### config.mk
export PLATFORM = sky130hd
export DESIGN_NAME = interrupt_request_unit
export DESIGN_NICKNAME = d
export VERILOG_FILES = /design/src/rtl/cpu_int_pkg.sv /design/src/rtl/int_edge_latch.sv /design/src/rtl/interrupt_request_unit.sv
export SDC_FILE = /design/constraint.sdc
export NUM_CORES = 1
export LEC_CHECK = 0
export BUFFER_PORTS_ARGS = -buffer_cell sky130_fd_sc_hd__buf_2
export CAP_MARGIN = 20
export CORE_ASPECT_RATIO = 1.5
export CORE_UTILIZATION = 45
export CTS_CLUSTER_DIAMETER = 150
export DETAILED_ROUTE_END_ITERATION = 7
export HOLD_SLACK_MARGIN = 0.06
export PLACE_DENSITY = 0.81
export SETUP_SLACK_MARGIN = 0.4
export SLEW_MARGIN = 20
export SYNTH_ARGS = -nofsm -noshare
export SYNTH_HDL_FRONTEND = slang
export SYNTH_SLANG_ARGS = --single-unit
### constraint.sdc
create_clock -name clk -period 2.36 [get_ports clk]
set_input_delay 0.472 -clock clk [delete_from_list [all_inputs] [get_ports clk]]
set_output_delay 0.472 -clock clk [all_outputs]
set_load 0.02 [all_outputs]
### src/rtl/cpu_int_pkg.sv
// Shared encodings for the CPU interrupt request path: request kinds,
// vector addresses and default timing parameters.
package cpu_int_pkg;

    typedef enum logic [1:0] {
        INT_NONE  = 2'b00,
        INT_IRQ   = 2'b01,
        INT_NMI   = 2'b10,
        INT_RESET = 2'b11
    } int_kind_e;

    localparam logic [15:0] VEC_NMI   = 16'hFFFA;
    localparam logic [15:0] VEC_RESET = 16'hFFFC;
    localparam logic [15:0] VEC_IRQ   = 16'hFFFE;

    localparam int RESET_MIN_LOW_DEF = 4;
    localparam int POR_CYCLES_DEF    = 8;

endpackage

### src/rtl/int_edge_latch.sv
// Registered rising-edge detector feeding a sticky latch; a new edge
// beats a simultaneous clear so an event arriving during an ack is kept.
module int_edge_latch (
    input  logic clk,
    input  logic rst,
    input  logic src,
    input  logic clr,
    output logic pending
);

    logic src_q;

    always_ff @(posedge clk) begin
        if (!rst) begin
            src_q   <= 1'b0;
            pending <= 1'b0;
        end else begin
            src_q <= src;
            if (src && !src_q)
                pending <= 1'b1;
            else if (clr)
                pending <= 1'b0;
        end
    end

endmodule

### src/rtl/interrupt_request_unit.sv
// Conditions NMI/IRQ/soft-reset sources, generates power-on reset and offers
// one prioritised request per instruction boundary over a valid/ack handshake.
module interrupt_request_unit
    import cpu_int_pkg::*;
#(
    parameter int RESET_MIN_LOW = RESET_MIN_LOW_DEF,
    parameter int POR_CYCLES    = POR_CYCLES_DEF
) (
    input  logic        clk,
    input  logic        rst,
    input  logic        halt,
    input  logic        ppu_vblank,
    input  logic        ppu_nmi_en,
    input  logic        apu_irq_n,
    input  logic        mapper_irq_n,
    input  logic        soft_reset_n,
    input  logic        i_flag,
    input  logic        insn_boundary,
    input  logic        req_ack,
    output logic        req_valid,
    output logic [1:0]  req_kind,
    output logic [15:0] req_vector,
    output logic        nmi_pending,
    output logic        reset_pending
);

    localparam int DW = $clog2(RESET_MIN_LOW + 1);
    localparam int PW = (POR_CYCLES > 1) ? $clog2(POR_CYCLES) : 1;

    typedef enum logic [1:0] {ST_POR, ST_IDLE, ST_OFFER} state_e;

    state_e          state_q, state_d;
    logic [PW-1:0]   por_q, por_d;
    logic [DW-1:0]   db_cnt;
    logic            valid_d;
    logic [1:0]      kind_d;
    logic [15:0]     vec_d;
    logic            por_set, nmi_clr, rst_clr, db_hit;

    wire nmi_src = ppu_vblank & ppu_nmi_en;
    wire irq_ok  = (!apu_irq_n || !mapper_irq_n) && !i_flag;

    int_edge_latch u_nmi (
        .clk     (clk),
        .rst     (rst),
        .src     (nmi_src),
        .clr     (nmi_clr),
        .pending (nmi_pending)
    );

    // Debounce runs regardless of halt so a button press is never dropped.
    assign db_hit = !soft_reset_n && (db_cnt == DW'(RESET_MIN_LOW - 1));

    always_ff @(posedge clk) begin
        if (!rst) begin
            db_cnt        <= '0;
            reset_pending <= 1'b0;
        end else begin
            if (soft_reset_n)
                db_cnt <= '0;
            else if (db_cnt != DW'(RESET_MIN_LOW))
                db_cnt <= db_cnt + 1'b1;
            if (db_hit || por_set)
                reset_pending <= 1'b1;
            else if (rst_clr)
                reset_pending <= 1'b0;
        end
    end

    always_ff @(posedge clk) begin
        if (!rst) begin
            state_q    <= ST_POR;
            por_q      <= '0;
            req_valid  <= 1'b0;
            req_kind   <= INT_NONE;
            req_vector <= 16'h0000;
        end else begin
            state_q    <= state_d;
            por_q      <= por_d;
            req_valid  <= valid_d;
            req_kind   <= kind_d;
            req_vector <= vec_d;
        end
    end

    always_comb begin
        state_d = state_q;
        por_d   = por_q;
        valid_d = req_valid;
        kind_d  = req_kind;
        vec_d   = req_vector;
        por_set = 1'b0;
        nmi_clr = 1'b0;
        rst_clr = 1'b0;
        if (!halt) begin
            case (state_q)
                ST_POR: begin
                    if (por_q == PW'(POR_CYCLES - 1)) begin
                        por_set = 1'b1;
                        state_d = ST_IDLE;
                    end else begin
                        por_d = por_q + 1'b1;
                    end
                end
                ST_IDLE: begin
                    if (insn_boundary) begin
                        if (reset_pending) begin
                            kind_d = INT_RESET; vec_d = VEC_RESET;
                        end else if (nmi_pending) begin
                            kind_d = INT_NMI;   vec_d = VEC_NMI;
                        end else if (irq_ok) begin
                            kind_d = INT_IRQ;   vec_d = VEC_IRQ;
                        end
                        if (reset_pending || nmi_pending || irq_ok) begin
                            valid_d = 1'b1;
                            state_d = ST_OFFER;
                        end
                    end
                end
                ST_OFFER: begin
                    // Kind stays frozen until the handler takes it.
                    if (req_ack) begin
                        nmi_clr = (req_kind == INT_NMI);
                        rst_clr = (req_kind == INT_RESET);
                        valid_d = 1'b0;
                        kind_d  = INT_NONE;
                        vec_d   = 16'h0000;
                        state_d = ST_IDLE;
                    end
                end
                default: state_d = ST_POR;
            endcase
        end
    end

endmodule

==> qor.yml <==
setup_path:
  cp_data_arrival_time_ns: 2.09
  critical_path_class: "flop to flop"
  critPathMaxFanout: 6
  startpoint_type: "flop"
  crit_chain: "inv_1 > ha_1 > or2b_1 > o21ai_0 > or4_1 > a21oi_1"
  critPathBufInv: 1
  critPathCaptureType: "flop"
  critical_path_depth: 6
  r2r_cells: 6
  worstPathRequired_ns: 2.58
  max_stage_delay_ns: 0.50
  critPathTopFamily: "simple AND/OR/NAND/NOR gates"
  cpMaxStageDelayCell: "or4_1"
clock_tree:
  clockBufferDepth: 2
  clock-sinks: 16
  h-tree-depth: 1
  path_clk_slew_ns: 0.09
  clk_latency_ns: 0.28
  cts_tree: "built"
  clockRootBuffer: "clkbuf_4"
  cts_made_buffers: 3
layout:
  area_growth_pct: 10.1
  stdcell_area_mm2: 0.00105
  num_antenna_cells: 0
  final_cells: 151
  final_layout_size_suffix_gt1_share_pct: 31.0
  nets: 152
sta:
  maxSlewViolCount: 0
  setup_tns_ns: 0
  skew_ns: 0.00107
  rsz0062_at_grt: "yes"
  relSlewSlack_pct: 65.4
  post-route-period-util_pct: 79.3
  setup_ws_ns: 0.490
  fin_crit_ns: 1.87
  finalSetupViolCount: 0
  timing.fmax_mhz: 535
  hold_violations: 0
  worstMarginPinSlew_ns: 0.515
synth:
  syn_inst: 110
  syn_area_per_cell_um2: 8.67
  synth_edf_count: 0
  synth_area_leaders: "dfxtp_1, ha_1, buf_4, inv_1, o21ai_0"
  ys_seq_area_share_pct: 33.6
  ys_ff_latch: 16
  synth_largest_area_cell: "dfxtp_1"
  synth_nets: 131
  ys_top_cells_by_count: "dfxtp_1, buf_4, inv_1"
  async_flop_share_pct: 0
  netlist.area_leader.share_pct: 33.6
  syn_area_um2: 953
  yosysWarnings: 0
  synth-main-ff-cell: "dfxtp_1"
  yosysMostFrequentCell: "dfxtp_1"
  synth_cell_types: 27
grt:
  met2_usage_pct: 26.9
  grt-busiest-layer: "met2"
  grt_max_degree: 15
  antenna_found_initial: 0
  first_global_vias: 632
  use_met3_pct: 2.26
  grt_pass1_wl_mm: 2.41
  gr-total-overflow: 0
  use_met1_pct: 15.3
  grtUsageTotal_pct: 14.8
power:
  netSwitchingPower_uw: 114
  peakVddDrop_v: 0.000328
  p_leak_uw: 0.000517
  swShare_pct: 24.2
  clkPwrFrac_pct: 29.8
  finalPower_uw: 472
  seq_power_share_pct: 60.1
  p_int_uw: 358
  pwr-share-comb_pct: 10.1
  pwr_density_cell_mw_per_mm2: 449
flow_run:
  cap_violations: 0
route:
  drt_iter0_drc: 15
  routedWlPerCell_um: 10.5
  drc: 0
  wl_mm: 1.59
  first_pass_iters: 2
  vias: 758
  ant_nets: 0
  avgViaCountPerCell: 5.02
placement:
  place.gp.congestion: 0.721
  dp_hpwl_mm: 1.27
  placed_cell_area_mm2: 0.00102
  portBuffers: 30
  dpl.cell_count: 147
  dp_slack_ns: 0.432
floorplan:
  ios: 32
  dieArea_mm2: 0.00231
  die_y_um: 58.4
  initial_core_util_pct: 47.6
  coreArea_mm2: 0.00200
  rows: 20
  die_w_um: 39.6
min_path:
  hold_path_class: "input pin to flop"
  whs_path_depth: 3
status:
  outcome: "complete, no violations"
==> layout by cell type (no fill, tap or decap), drive strengths merged <==
| cell | instances |
|---|---|
| a2111oi | 1 |
| a211o | 1 |
| a211oi | 1 |
| a21o | 1 |
| a21oi | 6 |
| a32oi | 1 |
| buf | 31 |
| clkbuf | 3 |
| conb | 1 |
| dfxtp | 16 |
| ha | 10 |
| inv | 13 |
| mux2i | 3 |
| nand2 | 9 |
| nand2b | 1 |
| nand3 | 2 |
| nand4 | 1 |
| nor2 | 9 |
| nor2b | 1 |
| nor3 | 1 |
| nor3b | 1 |
| o211ai | 2 |
| o21ai | 7 |
| o31ai | 2 |
| or2b | 1 |
| or3 | 1 |
| or4 | 1 |
| xnor2 | 2 |
==> flip-flops by register name (all words and copies together) (netlist names) <==
signal         count
db_cnt             3
por_q              3
req_kind           1
req_valid          1
req_vector         3
reset_pending      1
state_q            2
u_nmi.pending      1
u_nmi.src_q        1
==> final timing paths <==
kind                                  start            end  slack [ns]
worst max-delay path             state_q[0]     state_q[0]        0.49
worst max register to register   state_q[0]     state_q[0]        0.49
worst min-delay path             ppu_nmi_en    u_nmi.src_q        0.40
worst min register to register  u_nmi.src_q  u_nmi.pending        0.43
==> timing repair <==
action                                  CTS  global route
setup buffers                             0             1
hold buffers                              0             0
endpoints found under the setup margin    0             2
hold endpoints to repair                  0             0
resized for setup                         0             1
==> area by class of cell <==
type	instances	area, um^2
clock buffer	3	22.5
fill	205	952
inverter	13	48.8
multi-input combinational	66	472
sequential	16	322
tap	22	27.5
timing repair buffer	31	158
==> tightest hold or removal path, stage by stage <==
cell     delay (ns)
buf_2          0.07
nand3_1        0.06
inv_1          0.05
==> power groups by stage <==
| stage | clock, uW | sequential, uW | combinational [uW] |
|---|---|---|---|
| 3_3_place_gp | 0 | 290 | 45.2 |
| 3_5_place_dp | 0 | 290 | 46.9 |
| 2_1_floorplan | 0 | 291 | 30.7 |
| 5_1_grt | 155 | 285 | 53.2 |
| 6_report | 141 | 284 | 47.5 |
| 4_1_cts | 147 | 284 | 47.0 |
==> layer usage <==
| layer | vias to the layer above | wire, um | share of wire, % |
|---|---|---|---|
| li1 | 390 | - | - |
| met1 | 340 | 650 | 41 |
| met2 | 26 | 826 | 52 |
| met3 | 2 | 93 | 5.8 |
| met4 | 0 | 21 | 1.3 |
| met5 | - | 0 | 0 |
==> stage by stage <==
step / util [%] / hold WS (ns)
final: 52.4 / 0.402
after global routing: 52.4 / 0.435
after CTS: 52.0 / 0.401
after detailed placement: 50.9 / 0.419
after global placement: 50.9 / 0.407
after floorplan: - / 0.399
==> cell families after synthesis <==
group | after synthesis | synth area share [%]
AO/OA/AOI/OAI | 22 | 16.4
XOR/XNOR | 2 | 1.84
adder cells (fa/ha/maj) | 10 | 13.1
buffers and inverters | 28 | 16.9
flip-flops | 16 | 33.6
multiplexers | 3 | 3.15
other | 1 | 0.393
AND/OR/NAND/NOR | 28 | 14.6
No activity file was read; power rests on OpenSTA's default activity.
